`src/rtl/iob_mem_arbiter.sv`:
```
// -----------------------------------------------------------------------------
// iob_mem_arbiter
//   Round-robin arbiter sharing one IOb native slave port between N_MASTERS IOb
//   native masters. The winning request is captured into holding registers and
//   presented to the slave unchanged until the slave returns ready. The ready
//   and read data are routed back only to the granted master. One transaction
//   is outstanding at a time, with one idle cycle between transactions.
//
// Ports
//   clk     in   rising-edge clock
//   rst     in   asynchronous active-low reset
//   m_req   in   N_MASTERS x {valid, addr, wdata, wstrb}, master 0 at the LSBs
//   m_resp  out  N_MASTERS x {rdata, ready}, master 0 at the LSBs
//   s_req   out  {valid, addr, wdata, wstrb} toward the shared slave
//   s_resp  in   {rdata, ready} from the shared slave
//   grant   out  one-hot current owner, all-zero when idle
// -----------------------------------------------------------------------------
module iob_mem_arbiter #(
  parameter int N_MASTERS = 2,
  parameter int ADDR_W    = 32,
  parameter int DATA_W    = 32
) (
  input  logic                                                clk,
  input  logic                                                rst,
  input  logic [N_MASTERS*(1+ADDR_W+DATA_W+DATA_W/8)-1:0]     m_req,
  output logic [N_MASTERS*(DATA_W+1)-1:0]                     m_resp,
  output logic [(1+ADDR_W+DATA_W+DATA_W/8)-1:0]               s_req,
  input  logic [DATA_W:0]                                     s_resp,
  output logic [N_MASTERS-1:0]                                grant
);

  localparam int STRB_W = DATA_W / 8;
  localparam int REQ_W  = 1 + ADDR_W + DATA_W + STRB_W;
  localparam int RESP_W = DATA_W + 1;
  localparam int IDX_W  = (N_MASTERS > 1) ? $clog2(N_MASTERS) : 1;

  typedef enum logic {IDLE, BUSY} state_t;

  state_t              state;
  logic [IDX_W-1:0]    last;
  logic [IDX_W-1:0]    gnt_idx;
  logic [ADDR_W-1:0]   held_addr;
  logic [DATA_W-1:0]   held_wdata;
  logic [STRB_W-1:0]   held_wstrb;

  logic                s_ready;
  logic [DATA_W-1:0]   s_rdata;
  logic [N_MASTERS-1:0] m_valid;
  logic [REQ_W-1:0]    req_arr [N_MASTERS];

  logic                win_found;
  logic [IDX_W-1:0]    win_idx;
  logic [IDX_W:0]      cand;

  assign s_ready = s_resp[0];
  assign s_rdata = s_resp[RESP_W-1:1];

  // Per-master unpacking of requests and routing of the response. Only the
  // owner sees ready, and only while a transaction is actually in flight, so
  // a stray slave ready while idle never reaches any master.
  for (genvar i = 0; i < N_MASTERS; i++) begin : g_master
    assign req_arr[i] = m_req[i*REQ_W +: REQ_W];
    assign m_valid[i] = req_arr[i][REQ_W-1];
    assign m_resp[i*RESP_W +: RESP_W] =
      (state == BUSY && grant[i] && s_ready) ? {s_rdata, 1'b1} : '0;
  end

  // Slave request comes straight from the holding registers, so the fields
  // stay frozen for the whole transaction even if the master misbehaves.
  assign s_req = (state == BUSY) ? {1'b1, held_addr, held_wdata, held_wstrb} : '0;

  // Round-robin search starting one past the last served master. cand is one
  // bit wider than an index so last+k can exceed N-1 before being folded back,
  // which keeps the wrap correct for non-power-of-two N.
  always_comb begin
    // NOTE: every variable gets a default before any conditional logic so the
    // block stays purely combinational; a missing default would infer a latch.
    win_found = 1'b0;
    win_idx   = '0;
    cand      = '0;
    for (int k = 1; k <= N_MASTERS; k++) begin
      cand = {1'b0, last} + (IDX_W+1)'(k);
      if (cand >= (IDX_W+1)'(N_MASTERS)) begin
        cand = cand - (IDX_W+1)'(N_MASTERS);
      end
      if (!win_found && m_valid[cand[IDX_W-1:0]]) begin
        win_found = 1'b1;
        win_idx   = cand[IDX_W-1:0];
      end
    end
  end

  always_ff @(posedge clk or negedge rst) begin
    if (!rst) begin
      state      <= IDLE;
      last       <= IDX_W'(N_MASTERS - 1);
      gnt_idx    <= '0;
      grant      <= '0;
      // NOTE: the holding registers are ordinary flops, not a memory, so they
      // are reset along with the control state to keep post-reset contents known.
      held_addr  <= '0;
      held_wdata <= '0;
      held_wstrb <= '0;
    end else begin
      // NOTE: non-blocking assignments only here; every flop samples the
      // pre-edge values, independent of statement order.
      case (state)
        IDLE: begin
          if (win_found) begin
            held_addr  <= req_arr[win_idx][REQ_W-2 -: ADDR_W];
            held_wdata <= req_arr[win_idx][STRB_W +: DATA_W];
            held_wstrb <= req_arr[win_idx][STRB_W-1:0];
            gnt_idx    <= win_idx;
            grant      <= N_MASTERS'(1) << win_idx;
            state      <= BUSY;
          end
        end
        BUSY: begin
          if (s_ready) begin
            last  <= gnt_idx;
            grant <= '0;
            state <= IDLE;
          end
        end
        default: state <= IDLE;
      endcase
    end
  end

endmodule

```
`config.mk`:
```
export PLATFORM = sky130hd
export DESIGN_NAME = iob_mem_arbiter
export DESIGN_NICKNAME = d
export VERILOG_FILES = /design/src/rtl/iob_mem_arbiter.sv
export SDC_FILE = /design/constraint.sdc
export NUM_CORES = 1
export LEC_CHECK = 0
export BUFFER_PORTS_ARGS = -buffer_cell sky130_fd_sc_hd__buf_2
export CELL_PAD_IN_SITES_DETAIL_PLACEMENT = 1
export CELL_PAD_IN_SITES_GLOBAL_PLACEMENT = 1
export CORE_MARGIN = 3
export CORE_UTILIZATION = 30
export CTS_CLUSTER_SIZE = 20
export DETAILED_ROUTE_END_ITERATION = 8
export MAX_ROUTING_LAYER = met4
export PLACE_DENSITY_LB_ADDON = 0.12
export SYNTH_ARGS = -nofsm -noshare
export SYNTH_HDL_FRONTEND = slang
export SYNTH_SLANG_ARGS = --single-unit
```
`constraint.sdc`:
```
create_clock -name clk -period 2.07 [get_ports clk]
set_input_delay 0.414 -clock clk [delete_from_list [all_inputs] [get_ports clk]]
set_output_delay 0.414 -clock clk [all_outputs]
set_load 0.05 [all_outputs]
```
After elaboration in Yosys (flattened, before gate mapping). Cells that the tools add are included. W data, S select, Z words.

Memory bits (writable): 0. Register bits: 73. Memory bits (read-only): 0. Output and inout port bits: 137. Input port bits: 173. Bits in latches: 0. Memories: 0.

Reductions and logical operators: 9. Magnitude comparators: 5. Bitwise operators: 2. Divide/modulo/power cells: 0. Multipliers: 0. Shift operators: 1. Eq/ne operators: 2. Muxes and demuxes: 22. $add $sub $neg: 4.

Operators by type and width (count): $mux W68 (3); $mux W69 (1); $mux W33 (2); $mux W1 (12); $ge A2 B2 Y1 const B (3); $reduce_and A2 Y1 (3); $logic_and A1 B1 Y1 (5); $lt A1 B2 Y1 const B (2); $mux W2 (2); $ne A2 B2 Y1 const B (2); $pmux W2 S2 (1); $add A1 B1 Y2 const B (1); $add A1 B2 Y2 const B (1); $not A1 Y2 (1); $pmux W1 S2 (1); $shl A1 B1 Y2 const A (1); $sub A1 B1 Y1 const B (2); $logic_not A1 Y1 (1); $not A1 Y1 (1).

Logic depth before layout (Yosys ltp). Gate-level depths: netlist of run 1.

Word-level depth: 13. Depth in mapped cells: 6. Mapped depth without buffers: 3.

Worst setup path before layout of run 1. Ideal clock, no wire load.

Kind: register to output. Start: reg grant[1]. End: out m_resp[56]. Stages on the path, launching flop included: 4. Setup slack: -377 ps. Arrival: 2033 ps. Buffers on the path: 1. Required time: 1656 ps. Path through: dfrtp_1 > and3_1 > clkbuf_1 > and2_1.

Word-level cells in the longest chain between the ends: 3.

Ends and longest elaborated chain: from (decl) (line 29) `output logic [N_MASTERS-1:0] grant`; from (signal assigned) (line 114) `grant <= N_MASTERS'(1) << win_idx;`; $logic_and A1 B1 Y1 (2 in a row) (line 65) `(state == BUSY && grant[i] && s_ready) ? {s_rdata, 1'b1} : '0;`; $mux W33 (line 65); to (decl) (line 26) `output logic [N_MASTERS*(DATA_W+1)-1:0] m_resp,`.

No other way between the ends.

Final worst setup path of run 1.
Start: reg state. End: out m_resp[27].

Word-level cells in the longest chain between the ends: 3.

Ends and longest elaborated chain: from (decl) (line 39) `state_t state;`; from (signal assigned) (line 95) `state <= IDLE;`; from (signal assigned) (line 115) `state <= BUSY;`; from (signal assigned) (line 122) `state <= IDLE;`; $logic_and A1 B1 Y1 (2 in a row) (line 65); $mux W33 (line 65).

No other way between the ends.

==> results of run 1 <==
## worst min path at each step
stage          depth (start not counted)       end  startpoint  slack [ns]
2_1_floorplan                          0   gnt_idx         rst        0.12
3_3_place_gp                           1  grant[1]         rst        0.41
3_5_place_dp                           1  grant[1]         rst        0.42
4_1_cts                                1  grant[1]         rst        0.06
5_1_grt                                1  grant[1]         rst        0.07
6_report                               1  grant[1]         rst        0.04
## stage by stage
step	hold slack (ns)	util, %	setup WS, ns
global route	0.0734	46.1	-0.00634
finish	0.0418	46.1	0.0643
CTS	0.0596	45.6	0.0209
global placement	0.414	43.2	0.325
detailed placement	0.421	43.2	0.270
floorplan	0.118	-	0.0265
## power breakdown
group	internal [mW]	total (mW)	switching (mW)
clock	1.00	1.61	0.613
sequential	1.79	1.97	0.185
combinational	0.882	3.10	2.22
total	3.67	6.68	3.01
## worst max-delay path: cells and delay by family, from the launching register on
kind                   cells  cell delay, ns
flip-flops                 1            0.46
AND/OR/NAND/NOR            2            0.38
buffers and inverters      2            0.42
## flip-flops by register name, indices dropped and copies added (netlist names)
signal / cells
last: 1
held_wdata: 32
gnt_idx: 1
held_addr: 32
grant: 2
state: 1
held_wstrb: 4
## repair_timing
item | 4_1_cts | 5_1_grt
endpoints found under the setup margin | 57 | 58
gates resized for setup | 4 | 24
cloned | 0 | 0
setup buffers | 2 | 0
hold buffers | 0 | 0
## cell type report
class | count | area share [%]
sequential | 73 | 28.5
clock buffer | 12 | 3.99
clock inverter | 4 | 0.799
tap | 180 | 3.51
timing repair buffer | 325 | 28.1
antenna | 1 | 0.0390
multi-input combinational | 419 | 35.0
## synthesized netlist by cell type
cell	count
and3_1	2
a21bo_2	1
o21bai_2	1
a21oi_2	20
dfstp_2	1
o31a_1	1
buf_8	1
a21boi_4	1
clkbuf_1	17
mux2_2	1
nand2b_1	1
dfrtp_1	72
and2_1	132
a21oi_1	118
o21ba_1	1
o221a_2	1
nor2_1	68
nand2_1	70
buf_2	22
buf_4	2
o21ai_0	1
buf_6	3
## cells by family (layout without fill, tap and decap cells)
kind of cell           count (synthesis)  in the layout  share of synthesized area, %
muxes                                  1              1                         0.263
other                                  0              1                             0
DFF                                   73             73                          42.7
AOI/OAI and AO/OA                    145            145                          19.6
and+or+nand+nor                      273            273                          31.8
buffers and inverters                 45            341                          5.55
## per-layer routing
metal	wire length [um]	track usage [%]	share of wire [%]	up-vias
met5	0	-	0	-
met4	387	7.59	2.2	0
met3	1100	4.91	6.2	30
met2	9260	39.1	53	200
met1	6890	25.4	39	2340
li1	-	-	-	2309
==> reports/summary.txt, run 1 <==
Row cnt - 43
Die ar. - 15,700 um2
Clock sink count - 73
Seq cells post-synth - 73
DR vias - 4,879
Leakage - 3.35 nW
CTS tree - yes
Fill cell count - 1,791
First-pass GRT wire length - 27,600 um
R2r endpoint - held_addr[27]
Reg2reg start - state
Crit-path slowest cell - dfrtp_2
Synth area leader - dfrtp_1
Clk slew on worst S/H paths - 0.06 ns
Slew HR - 65.5%
Max stage delay on crit path - 0.46 ns
Non-Filler Instances - 1,014
Register area share after synthesis - 42.7%
Crit path DAT - 1.59 ns
Storage cell area - 1830 um2
TNS Setup - 0 ns
Synth top area cells - dfrtp_1 42%, and2_1 19%, a21oi_1 14%
Total congestion overflow - 0
Die Y - 125 um
Crit Path Class - reg -> out
Total power - 6.68 mW
Drt pass-1 iters - 4
CTS Buffer Depth - 2
# DRC - 0
Largest net degree at the start of global routing - 43
Fin crit share - 96.9%
CP Max Fanout - 33
Drt initial violations - 143
Number of buffers created by CTS - 9
Synthesized instance count - 537
Peak supply drop - 0.475 mV
Critical Path End - m_resp[27]
F_max - 499 MHz
Synth Net Count - 710
Total core area - 13,900 um2
Synth warn - 0
Final setup vio count - 0
Worst-Margin Slew - 0.517 ns
CP Cell Sequence - and3_1 > buf_12 > and2_2 > buf_2
Status - completed
Area of the mapped netlist - 4280 um2
Worst hold path class - in -> async
Clock root buffer - clkbuf_16
WL/cell - 17.4 um
Cell area after layout - 6420 um2
Worst-Skew Late Latency - 0.33 ns
Die Span X - 125 um
Initial Util - 30.7%
Gr usage total - 22.4%
Min Tclk post-route - 2.01 ns
Final hold violations - 0
Global placement routability congestion - 1.01
Post-synth cell types - 22
CP Launch Type - register
CTS H-tree lvls - 3
Via-per-instance ratio - 4.81
R2R Setup Slk - 0.41 ns
Drt total wl - 17,600 um
Cell Pwr Density - 1040 nW/um2
Commonest non-fill, non-tap cells in the layout - 283 x buf_2, 118 x a21oi_1, 114 x and2_1, 71 x dfrtp_1, 70 x nand2_1
Final setup skew - 0.00532 ns
Layout cells sized above 1 - 46.5%
Port Buffers - 309
Slew Viols, Final - 0
DP Cell Count - 995
Antenna violations before repair - 1
Max-cap violations - 0
Crit. Startpoint - state
Placed cell areas - 6020 um2
Top cell type's share of synthesized area - 42.1%
Worst path required time - 1.66 ns
DP HPWL - 13,500 um
# nets final - 1,001
Syn_area_per_cell - 7.97 um2
Worst reg-to-reg path cell count - 5
Ports - 310
Worst setup EP type - output port
P&R area growth vs syn - 50.0%
Area of the multi-input gates - 2250 um2
Number of routed nets with antenna violations - 0
Commonest non-fill, non-tap cell in the layout - buf_2
Number of global-route vias before repair - 5,273
(Power assumes the default switching activity.)
==> inputs of run 2 (changes only) <==
CTS_BUF_LIST = sky130_fd_sc_hd__clkbuf_8 sky130_fd_sc_hd__clkbuf_16   (was default)
==> run 2 against run 1 <==
Sequential cell count is the same. Die area is the same. First-iteration DRC count is the same. Cell count is the same. Global-route usage is the same. Largest cell class unchanged.
==> reports/summary.txt, run 2 (synthesis gave the netlist of run 1 again) <==
Final hold violations - 0 (unchanged)
CTS tree - yes
WL/cell - 17.4 um (about the same)
Pre-CTS setup slack - 0.270 ns (unchanged)
CP Max Fanout - 33 (unchanged)
DP Cell Count - 995 (unchanged)
Worst-Skew Late Latency - 0.33 ns (about the same)
DR vias - 4,880 (+0.020%)
Number of routed nets with antenna violations - 0 (unchanged)
Row cnt - 43 (unchanged)
Number of buffers created by CTS - 9 (unchanged)
Max-cap violations - 0 (unchanged)
Drt initial violations - 143 (unchanged)
Crit-path slowest cell - dfrtp_2
Ports - 310 (unchanged)
Final Worst Setup Slack - 0.0645 ns (+0.000255 ns)
Clk slew on worst S/H paths - 0.06 ns (about the same)
DP HPWL - 13,500 um (unchanged)
Layout cells sized above 1 - 46.5% (unchanged)
Die ar. - 15,700 um2 (unchanged)
Cell Pwr Density - 1040 nW/um2 (about the same)
First-pass GRT wire length - 27,600 um (unchanged)
Crit path DAT - 1.59 ns (about the same)
Clock root buffer - clkbuf_16
Leakage - 3.35 nW (+0.12%)
Status - completed
Port Buffers - 309 (unchanged)
Slew Viols, Final - 0 (unchanged)
Slew HR - 65.5% (unchanged)
Drt total wl - 17,600 um (about the same)
Global placement routability congestion - 1.01 (unchanged)
F_max - 499 MHz (about the same)
CTS H-tree lvls - 3 (unchanged)
Delay-heaviest family, CP - flip-flops
Number of global-route vias before repair - 5,273 (unchanged)
Crit Path Class - reg -> out
Largest net degree at the start of global routing - 43 (unchanged)
# DRC - 0 (unchanged)
Total core area - 13,900 um2 (unchanged)
Max stage delay on crit path - 0.46 ns (about the same)
Fin crit share - 96.9% (about the same)
P&R area growth vs syn - 50.0% (unchanged)
Gr usage total - 22.4% (unchanged)
Largest registers - held_addr x32, held_wdata x32, held_wstrb x4
Die Span X - 125 um (unchanged)
Worst setup EP type - output port
Fin util - 46.1% (unchanged)
Min Tclk post-route - 2.01 ns (-0.000255 ns)
CP Launch Type - register
Worst-Margin Slew - 0.517 ns (unchanged)
Initial Util - 30.7% (unchanged)
Commonest non-fill, non-tap cells in the layout - 283 x buf_2, 118 x a21oi_1, 114 x and2_1, 71 x dfrtp_1, 70 x nand2_1
Antenna violations before repair - 1 (unchanged)
Final setup vio count - 0 (unchanged)
Via-per-instance ratio - 4.81 (about the same)
Worst hold path class - in -> async
CTS Buffer Depth - 2 (unchanged)
Die Y - 125 um (unchanged)
Cts hold-fix bufs - 0 (unchanged)
Total congestion overflow - 0 (unchanged)
Commonest non-fill, non-tap cell in the layout - buf_2
Non-Filler Instances - 1,014 (unchanged)
Clock sink count - 73 (unchanged)
Worst path required time - 1.66 ns (about the same)
CP Cell Sequence - and3_1 > buf_12 > and2_2 > buf_2
# nets final - 1,001 (unchanged)
Drt pass-1 iters - 4 (unchanged)
CP Buf/Inv Count - 2 (unchanged)
Final setup skew - 0.00532 ns (unchanged)
Peak supply drop - 0.475 mV (about the same)
## run 2: cell count changes in the layout (fill, tap and decap cells not counted), sizes merged
cell    previous run  this run
clkbuf            33        32
inv                0         1
## run 2: worst paths after layout
check | start | endpoint | slack (ns) | cells after the start
max | state | m_resp[27] | 0.06 | 4
min | rst | grant[1] | 0.04 | 1
max reg2reg | state | held_addr[27] | 0.41 | 5
min reg2reg | gnt_idx | gnt_idx | 0.48 | 2
max in group asynchronous | rst | held_addr[9] | 1.40 | 2
min in group clk | m_req[48] | held_addr[12] | 0.31 | 3
## run 2: final cells by class
type / instances / area [um2]
fill: 1791 / 7510
multi-input combinational: 419 / 2250
sequential: 73 / 1830
timing repair buffer: 325 / 1810
clock buffer: 11 / 253
tap: 180 / 225
clock inverter: 5 / 55.1
antenna: 1 / 2.50
## run 2: where the power goes
part,internal (mW),leakage [nW],switching (mW)
Clock,0.995,0.153,0.613
Sequential,1.79,0.815,0.185
Combinational,0.882,2.38,2.22
Total,3.66,3.35,3.01
## run 2: metal layers
metal | global-route usage [%] | vias to the layer above | share of wire (%)
met1 | 25.4 | 2341 | 39
met3 | 4.91 | 30 | 6.2
met2 | 39.1 | 200 | 53
met4 | 7.59 | 0 | 2.2
li1 | - | 2309 | -
met5 | - | - | 0
## run 2: through the flow
step	cell area (um2)	setup TNS, ns	hold slack (ns)	total power [mW]
finish	6420	0	0.0416	6.68
global route	6420	-0.0226	0.0731	7.07
CTS	6350	0	0.0594	6.75
detailed placement	6020	0	0.421	5.10
floorplan	4310	0	0.118	4.24
global placement	6020	0	0.414	5.04
## run 2: repair_timing
action | 4_1_cts | 5_1_grt
resized for setup | 4 | 24
endpoints found under the setup margin | 57 | 58
setup buffers | 2 | 0
==> inputs of run 3 (changes only) <==
CELL_PAD_IN_SITES_DETAIL_PLACEMENT = 0   (was 1)
CELL_PAD_IN_SITES_GLOBAL_PLACEMENT = 2   (was 1)
CORE_UTILIZATION = 22   (was 30)
SLEW_MARGIN = 40   (was default)
==> run 3 against run 2 <==
Die area increased by 34%. Register-to-register slack got worse by 0.02 ns. Clock skew is essentially flat. Sequential cell count did not move. Critical path type unchanged. Largest cell class unchanged. Fmax up 3.2%.
==> reports/summary.txt, run 3 (synthesis gave the netlist of run 1 again) <==
Status - completed
CTS Buffer Depth - 2 (unchanged)
Met2 Routed Length - 9260 um (about the same)
Total congestion overflow - 0 (unchanged)
Post-Route M1 WL - 7350 um (+6.7%)
Layout cells sized above 1 - 46.4% (-0.047 points)
Number of global-route vias before repair - 4,894 (-7.2%)
Peak supply drop - 0.370 mV (-22%)
R2R Setup Slk - 0.39 ns (-0.02 ns)
Final setup skew - 0.00575 ns (+0.000428 ns)
Fill cell count - 2,066 (+15%)
Clock root buffer - clkbuf_16
Total core area - 18,900 um2 (+36%)
Min Tclk post-route - 1.94 ns (-0.0616 ns)
Max stage delay on crit path - 0.40 ns (-0.06 ns)
Drt total wl - 18,000 um (+2.2%)
WL met3 - 966 um (-12%)
RSZ-0062 raised after global routing - no
CP Max Fanout - 33 (unchanged)
CP Cell Sequence - and3_1 > buf_6 > and2_2 > buf_2
Antenna violations before repair - 3 (+2)
Commonest non-fill, non-tap cells in the layout - 307 x buf_2, 118 x a21oi_1, 114 x and2_1, 71 x dfrtp_1, 70 x nand2_1
Leakage - 3.41 nW (+1.7%)
Worst-Skew Late Latency - 0.33 ns (about the same)
Final setup vio count - 0 (unchanged)
P&R area growth vs syn - 52.8%
Worst reg-to-reg path cell count - 6 (+1)
Crit-path slowest cell - dfrtp_2
Worst setup EP type - output port
Global placement routability congestion - 0.878 (-13%)
Fin crit share - 93.9% (-3.0 points)
Clock sink count - 73 (unchanged)
Pre-CTS setup slack - 0.226 ns (-0.0439 ns)
Row cnt - 50 (+16%)
Cell Pwr Density - 1040 nW/um2 (-0.27%)
Gr usage total - 17.0% (-5.4 points)
Drt pass-1 iters - 5 (+1)
R2r endpoint - held_addr[30]
Crit path DAT - 1.53 ns (-0.06 ns)
Die Span X - 145 um (+16%)
Slew Viols, Final - 0 (unchanged)
DP HPWL - 13,700 um (+1.1%)
# nets final - 1,004 (+0.30%)
CP Launch Type - register
Die ar. - 21,200 um2 (+34%)
Clk slew on worst S/H paths - 0.06 ns (about the same)
Commonest non-fill, non-tap cell in the layout - buf_2
Ports - 310 (unchanged)
Slew HR - 59.9% (-5.7 points)
Final Worst Setup Slack - 0.126 ns (+0.0616 ns)
F_max - 514 MHz (+3.2%)
WL/cell - 16.4 um (-5.7%)
Hold WS - 0.305 ns (+0.263 ns)
DR top layer - met4
Via-per-instance ratio - 4.31 (-11%)
Largest registers - held_addr x32, held_wdata x32, held_wstrb x4
TNS Setup - 0 ns (unchanged)
Worst Hold Depth - 3
Min-delay src - m_req[7]
DR vias - 4,733 (-3.0%)
Worst hold path class - in -> reg
Final hold violations - 0 (unchanged)
Port Buffers - 309 (unchanged)
Delay-heaviest family, CP - buffers and inverters
CTS H-tree lvls - 3 (unchanged)
Die Y - 145 um (+16%)
CTS tree - yes
Crit Path Class - reg -> out
First-pass GRT wire length - 27,600 um (about the same)
CP Buf/Inv Count - 2 (unchanged)
Largest net degree at the start of global routing - 58 (+35%)
Drt initial violations - 192 (+34%)
Number of routed nets with antenna violations - 0 (unchanged)
Max-cap violations - 0 (unchanged)
Hold path endpoint - held_wdata[3]
Reg2reg start - state
# DRC - 0 (unchanged)
Worst path required time - 1.66 ns (about the same)
Initial Util - 22.7% (-8.1 points)
Number of buffers created by CTS - 9 (unchanged)
Worst-Margin Slew - 0.600 ns (+0.0833 ns)
==> run 3: cell types whose count changed in the layout (fill, tap and decap cells not counted), moves of 2 or more <==
cell	before	now
buf_12	6	8
buf_2	283	307
buf_4	15	10
buf_6	0	2
clkbuf_4	21	0
clkbuf_8	2	5
diode_2	1	3
==> run 3: worst max path at each step <==
stage	startpoint	slack, ns	cells after the start	end
floorplan	grant[1]	0.03	3	m_resp[56]
global placement	state	0.26	4	m_resp[10]
detailed placement	state	0.23	4	m_resp[24]
CTS	state	0.05	4	m_resp[24]
global route	state	0.03	4	m_resp[18]
finish	state	0.13	4	m_resp[57]
==> run 3: cell type report <==
type / count / area (um2) / area share (%)
flip-flops and latches: 73 / 1830 / 28.0
clock inverters: 2 / 33.8 / 0.517
well taps: 260 / 325 / 4.98
repair buffers: 328 / 1800 / 27.6
diodes: 3 / 7.51 / 0.115
clock buffers: 14 / 294 / 4.50
multi-input cells: 419 / 2240 / 34.3
==> run 3: metrics by stage <==
stage / total power, mW / cells / utilization (%) / area [um2]
floorplan: 4.24 / 537 / - / 4310
global placement: 5.12 / 1077 / 32.7 / 6170
detailed placement: 5.14 / 1077 / 32.7 / 6170
CTS: 6.88 / 1096 / 34.5 / 6520
global route: 7.18 / 1099 / 34.6 / 6540
finish: 6.78 / 1099 / 34.6 / 6540
==> run 3: timing repair <==
action                                 4_1_cts  5_1_grt
resized for setup                            0        2
pin swaps                                    0        0
endpoints found under the hold margin       14        0
setup endpoints to repair                   88       38
hold buffers                                 1        0
setup buffers                                2        0
==> run 3: routing by layer <==
layer | vias to the layer above | global-route usage, %
met3 | 23 | 3.21
met2 | 194 | 29.7
met4 | 0 | 6.46
li1 | 2316 | -
met1 | 2200 | 19.2
met5 | - | -
==> run 3: where the power goes <==
group / total, mW / switching, mW / internal (mW) / leakage [nW]
Combinational: 3.12 / 2.23 / 0.893 / 2.43
Sequential: 1.96 / 0.170 / 1.79 / 0.815
Clock: 1.71 / 0.611 / 1.09 / 0.166
==> run 3: worst reg2reg max path, delay by kind of cell (launching register included) <==
family,cells,cell delay (ns)
buffers and inverters,3,0.55
AOI/OAI and AO/OA,3,0.57
DFF,1,0.44
